### src/rtl/vga_sync_pkg.sv
// rtl/vga_sync_pkg.sv - 640x480 timing constants and raw sync decode shared by the video cores
package vga_sync_pkg;

    localparam int CW = 11;

    localparam int HD = 640;
    localparam int HF = 16;
    localparam int HB = 48;
    localparam int HR = 96;
    localparam int HT = HD + HF + HB + HR;

    localparam int VD = 480;
    localparam int VF = 10;
    localparam int VB = 33;
    localparam int VR = 2;
    localparam int VT = VD + VF + VB + VR;

    typedef struct packed {
        logic hs;
        logic vs;
        logic von;
    } sync_t;

    localparam sync_t SYNC_IDLE = '{hs: 1'b1, vs: 1'b1, von: 1'b0};

    function automatic sync_t raw_sync(input logic [CW-1:0] hc, input logic [CW-1:0] vc);
        sync_t s;
        s.hs  = !((hc >= CW'(HD + HF)) && (hc <= CW'(HD + HF + HR - 1)));
        s.vs  = !((vc >= CW'(VD + VF)) && (vc <= CW'(VD + VF + VR - 1)));
        s.von = (hc < CW'(HD)) && (vc < CW'(VD));
        return s;
    endfunction

endpackage

### src/rtl/vga_frame_counter.sv
// rtl/vga_frame_counter.sv - divide-by-4 pixel tick and hc/vc scan counters
module vga_frame_counter
    import vga_sync_pkg::*;
(
    input  logic          clk,
    input  logic          reset,
    output logic [CW-1:0] hc,
    output logic [CW-1:0] vc,
    output logic          p_tick,
    output logic          p_tick_next,
    output logic          frame_last
);

    logic [1:0] div;

    assign p_tick      = (div == 2'd3);
    assign p_tick_next = (div == 2'd2);
    assign frame_last  = (hc == CW'(HT - 1)) && (vc == CW'(VT - 1));

    always_ff @(posedge clk or negedge reset) begin
        if (!reset) begin
            div <= 2'd0;
            hc  <= '0;
            vc  <= '0;
        end else begin
            div <= div + 2'd1;
            if (p_tick) begin
                if (hc == CW'(HT - 1)) begin
                    hc <= '0;
                    vc <= (vc == CW'(VT - 1)) ? '0 : vc + CW'(1);
                end else begin
                    hc <= hc + CW'(1);
                end
            end
        end
    end

endmodule

### src/rtl/vga_sync_core.sv
// rtl/vga_sync_core.sv - VGA sync/blanking core; VGA_SYNC_DELAY_EN selects the DLY-stage sync delay
module vga_sync_core
    import vga_sync_pkg::*;
#(
    parameter int CD  = 12,
    parameter int DLY = 2
) (
    input  logic          clk,
    input  logic          reset,
    input  logic          cs,
    input  logic          write,
    input  logic [13:0]   addr,
    input  logic [31:0]   wr_data,
    input  logic [CD-1:0] si_rgb,
    output logic [CW-1:0] hc,
    output logic [CW-1:0] vc,
    output logic          hsync,
    output logic          vsync,
    output logic [CD-1:0] rgb,
    output logic          frame_start
);

`ifdef VGA_SYNC_DELAY_EN
    localparam int NS = DLY;
`else
    localparam int NS = 1;
`endif

    if (DLY < 1 || DLY > 7) begin : g_dly_check
        $error("vga_sync_core: DLY must be in 1..7");
    end

    logic  p_tick;
    logic  p_tick_next;
    logic  frame_last;
    sync_t raw;
    sync_t dly_q [NS];
    sync_t tail;
    logic  wr_en;
    logic  blank_reg;
    logic  blank_act;
    logic  [1:0] pol_reg;
    logic  unused_slot_bits;

    vga_frame_counter u_frame_counter (
        .clk         (clk),
        .reset       (reset),
        .hc          (hc),
        .vc          (vc),
        .p_tick      (p_tick),
        .p_tick_next (p_tick_next),
        .frame_last  (frame_last)
    );

    assign raw              = raw_sync(hc, vc);
    assign tail             = dly_q[NS-1];
    assign wr_en            = cs && write;
    assign unused_slot_bits = ^{addr[13:2], wr_data[31:2]};

    always_ff @(posedge clk or negedge reset) begin
        if (!reset) begin
            for (int i = 0; i < NS; i++) begin
                dly_q[i] <= SYNC_IDLE;
            end
        end else if (p_tick) begin
            dly_q[0] <= raw;
            for (int i = 1; i < NS; i++) begin
                dly_q[i] <= dly_q[i-1];
            end
        end
    end

    // frame_start is decoded one clk early so the register is high in the last-pixel tick itself
    always_ff @(posedge clk or negedge reset) begin
        if (!reset) begin
            hsync       <= 1'b1;
            vsync       <= 1'b1;
            rgb         <= '0;
            frame_start <= 1'b0;
            blank_reg   <= 1'b0;
            blank_act   <= 1'b0;
            pol_reg     <= 2'b00;
        end else begin
            hsync       <= tail.hs ^ pol_reg[0];
            vsync       <= tail.vs ^ pol_reg[1];
            rgb         <= (tail.von && !blank_act) ? si_rgb : '0;
            frame_start <= p_tick_next && frame_last;
            if (frame_start) begin
                blank_act <= blank_reg;
            end
            if (wr_en) begin
                case (addr[1:0])
                    2'd0:    blank_reg <= wr_data[0];
                    2'd1:    pol_reg   <= wr_data[1:0];
                    default: ;
                endcase
            end
        end
    end

endmodule

### config.mk
export PLATFORM = sky130hd
export DESIGN_NAME = vga_sync_core
export DESIGN_NICKNAME = d
export VERILOG_FILES = /design/src/rtl/vga_sync_pkg.sv /design/src/rtl/vga_frame_counter.sv /design/src/rtl/vga_sync_core.sv
export SDC_FILE = /design/constraint.sdc
export NUM_CORES = 1
export LEC_CHECK = 0
export ABC_AREA = 1
export BUFFER_PORTS_ARGS = -buffer_cell sky130_fd_sc_hd__buf_2
export CAP_MARGIN = 15
export CORE_MARGIN = 1.5
export CORE_UTILIZATION = 47
export DETAILED_ROUTE_END_ITERATION = 10
export GPL_ROUTABILITY_DRIVEN = 0
export PLACE_DENSITY = 0.87
export SYNTH_ARGS = -nofsm -noshare
export SYNTH_HDL_FRONTEND = slang
export SYNTH_SLANG_ARGS = --single-unit
### constraint.sdc
create_clock -name clk -period 1.5 [get_ports clk]
set_input_delay 0.15 -clock clk [delete_from_list [all_inputs] [get_ports clk]]
set_output_delay 0.15 -clock clk [all_outputs]
set_load 0.02 [all_outputs]
==> summary.md <==
| Metric | Value |
|---|---|
| Outcome | complete, no violations |
| Tcrit/Tclk final | slightly above 90% |
| Worst hold start | si_rgb[8] |
| Avg Vias per Cell | between 4 and 5 |
| Synth Instances | between 200 and 300 |
| Yosys warns | 0 |
| Num CTS Buffers | 5 |
| GRT Resource Usage Total | 19.33% |
| Global-route wire length before repair | approximately 8 mm |
| Tmin final | between 1 and 1.5 ns |
| Biggest register | rgb |
| Nets | between 400 and 500 |
| Post-Route WL | between 4 and 5 mm |
| Setup WS pre-CTS | approximately 0.020 ns |
| Drt first pass iters | 4 |
| Max reg flops | 12 |
| Worst-path fanout max | 7 |
| Final Skew | 0.01023 ns |
| Clk_lat worst skew | 0.31 ns |
| Core Area | around 4700 sq um |
| Worst endpoint required time | around 1.7 ns |
| Site Rows | 25 |
| Post-route DRC | 0 |
| Post-route setup slack | around 0.1 ns |
| WHS Endpoint | rgb[8] |
| Worst setup EP type | flip-flop |
| # setup viols final | 0 |
| Number of antenna diodes | 0 |
| Crit path DAT | between 1.5 and 2 ns |
| Mapped Area | around 2300 sq um |
| Clock share of power | around a third |
| Layout Cells excl Fill | between 400 and 500 |
| Total negative slack | 0 ns |
| Fmax | slightly above 700 MHz |
| Clk sinks | 46 |
| Maxcap violations | 0 |
| Iter 0 DRT Violations | 74 |
| DRT antenna net count | 0 |
| Avg WL per Cell | around 11 microns |
| P_leak | between 1.5 and 2 nW |
| Worst R2R Setup Slack | 0.1 ns |
| Final-layout fill cell count | around 380 |
| Worst Tran Pin Value | 0.5596 ns |
| Internal Power | ~1.7 mW |
| Avg Inst Size Synth | 8.162 sq um |
| Max VDD drop | 393.9 uV |
| Slew Limit Fails | 0 |
| Hpwl dp | roughly 3.5 mm |
| Global route overflow | 0 |
| Worst Reg2Reg Path Length in Cells | 6 |
| PD cells | 772.0 nW/um^2 |
| Worst hold path type | in2reg |
| Clk buf depth | 2 |
| Critical R2R Capture | u_frame_counter.hc[10] |
| Die area | roughly 5300 sq um |
| Combinational power share | ~7.1% |
| Slew headroom | a little over three fifths |
| Starting density of the core | between 40% and 50% |
| Register share of total power | around 60% |
| Top flop regs | rgb x12, u_frame_counter.hc x11, u_frame_counter.vc x11 |
| IO buf count | 56 |
| Boundary pin count | slightly below 100 |
| Layout cell share with drive strength beyond 1 | ~29% |
| Nature of the critical path startpoint | flip-flop |
| Final Hold Viols | 0 |
| CTS tree | built |
| Syn_nets | 350 |
| Die Width | around 73 microns |
| Area growth from synthesis to layout | 27.00% |
| Hold WS | about 0.045 ns |
| Yosys cell types | 25 |
| H-tree lvl count | 2 |
| Hold path cells | 3 |
| Switching share of power | around 25% |
| Vias post-DR | 2037 |
| Tot Pwr | roughly 2.2 mW |
| R2r startpoint | u_frame_counter.div[0] |
| Sw Pwr | between 0.5 and 0.6 mW |
| Synth Register Bits | 46 |
| Largest net degree at the start of global routing | between 40 and 50 |
| Die Y | 72.86 microns |
| Vias in the first global route | slightly below 2000 |
| Sequential area share after synthesis | approximately 50% |
| Clock root cell | clkbuf_8 |
| Initial antenna violation count | 0 |
| Reg clk slew, reported paths | ~0.10 ns |
| WS Path Type | reg2reg |
| Placed insts | ~420 |
## worst max-delay path, stage by stage, from the launching register on
cell,delay (ns)
dfrtp_1,0.41
ha_4,0.20
nand4_1,0.22
nor2_2,0.18
nand2_1,0.08
xor2_1,0.14
inv_1,0.06
## final cells by class
cell class	count	area [sq um]	area share [%]
Clock buffer	5	68.82	2.363
Clock inverter	3	23.77	0.8162
Inverter	48	182.7	6.271
Multi-Input combinational cell	184	965.9	33.16
Sequential cell	46	1157	39.73
Tap cell	67	83.83	2.878
Timing Repair Buffer	74	430.4	14.78
## layout by cell type, fill, tap and decap left out, types with 2 or more instances in the layout
cell type,n
nor2_1,41
dfrtp_1,41
nand2_1,66
mux2_2,3
nor3_1,7
inv_2,3
nand4_1,7
dfstp_2,4
a21oi_1,3
o21ai_0,13
nand3_1,15
o21ai_1,4
xor2_1,8
inv_1,44
nor2_2,5
buf_4,16
buf_2,56
clkbuf_8,5
clkinvlp_4,2
ha_1,5
ha_4,2
## cells in the mapped netlist
| master | count | area share (%) |
|---|---|---|
| inv_1 | 44 | 7.2 |
| nor2_2 | 3 | 0.82 |
| xor2_1 | 8 | 3.1 |
| nand3b_1 | 1 | 0.33 |
| buf_6 | 1 | 0.49 |
| dfrtp_1 | 42 | 46 |
| nor2_1 | 43 | 7.0 |
| nand3_2 | 1 | 0.44 |
| nand3_1 | 15 | 3.3 |
| clkinv_2 | 1 | 0.22 |
| inv_2 | 3 | 0.49 |
| a21oi_1 | 3 | 0.65 |
| o21ai_0 | 14 | 3.1 |
| buf_2 | 1 | 0.22 |
| nand4_1 | 7 | 1.9 |
| nor3_1 | 7 | 1.5 |
| nor3_4 | 1 | 0.71 |
| nand4_4 | 1 | 0.93 |
| nand2_1 | 66 | 11 |
| mux2_2 | 3 | 1.5 |
| clkbuf_1 | 1 | 0.16 |
| ha_1 | 7 | 3.8 |
| o21ai_1 | 3 | 0.65 |
| o211ai_1 | 1 | 0.33 |
| dfstp_2 | 4 | 4.6 |
## through the flow
stage | utilization (%) | instance area (sq um)
after global routing | 61.67 | 2913
after CTS | 60.72 | 2868
after global placement | 58.49 | 2763
after detailed placement | 58.49 | 2763
after floorplan | - | 2293
final | 61.67 | 2913
## how the worst max path moves through the flow
| stage | startpoint | to | slack (ns) | cells past startpoint |
|---|---|---|---|---|
| global placement | u_frame_counter.div[0] | u_frame_counter.hc[10] | 0.09 | 6 |
| finish | u_frame_counter.div[0] | u_frame_counter.hc[10] | 0.1 | 6 |
| detailed placement | u_frame_counter.div[1] | u_frame_counter.hc[10] | 0.02 | 6 |
| CTS | u_frame_counter.vc[0] | u_frame_counter.vc[8] | 0.04 | 7 |
| floorplan | u_frame_counter.hc[0] | u_frame_counter.vc[7] | 0.05 | 7 |
| global route | u_frame_counter.hc[0] | u_frame_counter.hc[6] | -0.007 | 7 |
## power by group through the flow
stage               sequential [mW]  clock (mW)  combinational, mW
CTS                            1.31       0.798              0.164
detailed placement             1.34           0              0.159
floorplan                      1.37           0             0.0381
finish                         1.31       0.779              0.159
global placement               1.33           0              0.156
global route                   1.32       0.829              0.178
## repair_timing
action | CTS | global route
hold endpoints to repair | 42 | 0
cloned | 0 | 0
pin swaps | 0 | 4
hold buffers | 1 | 0
gates resized for setup | 1 | 8
buffers inserted | 0 | 2
setup endpoints to repair | 1 | 7
## per-layer routing
layer,track usage (%),wire length [microns]
met1,22.63,2154
met2,33.64,2395
met3,4.558,202
met4,8.595,74
met5,0,0
## logic make-up after synthesis
group	synth area share [%]
simple gates	27.77
buf+inv	8.783
flops	50.41
compound gates	4.692
xor+xnor	3.055
fa+ha+maj	3.819
mux	1.473
No activity file was read; power rests on OpenSTA's default activity.
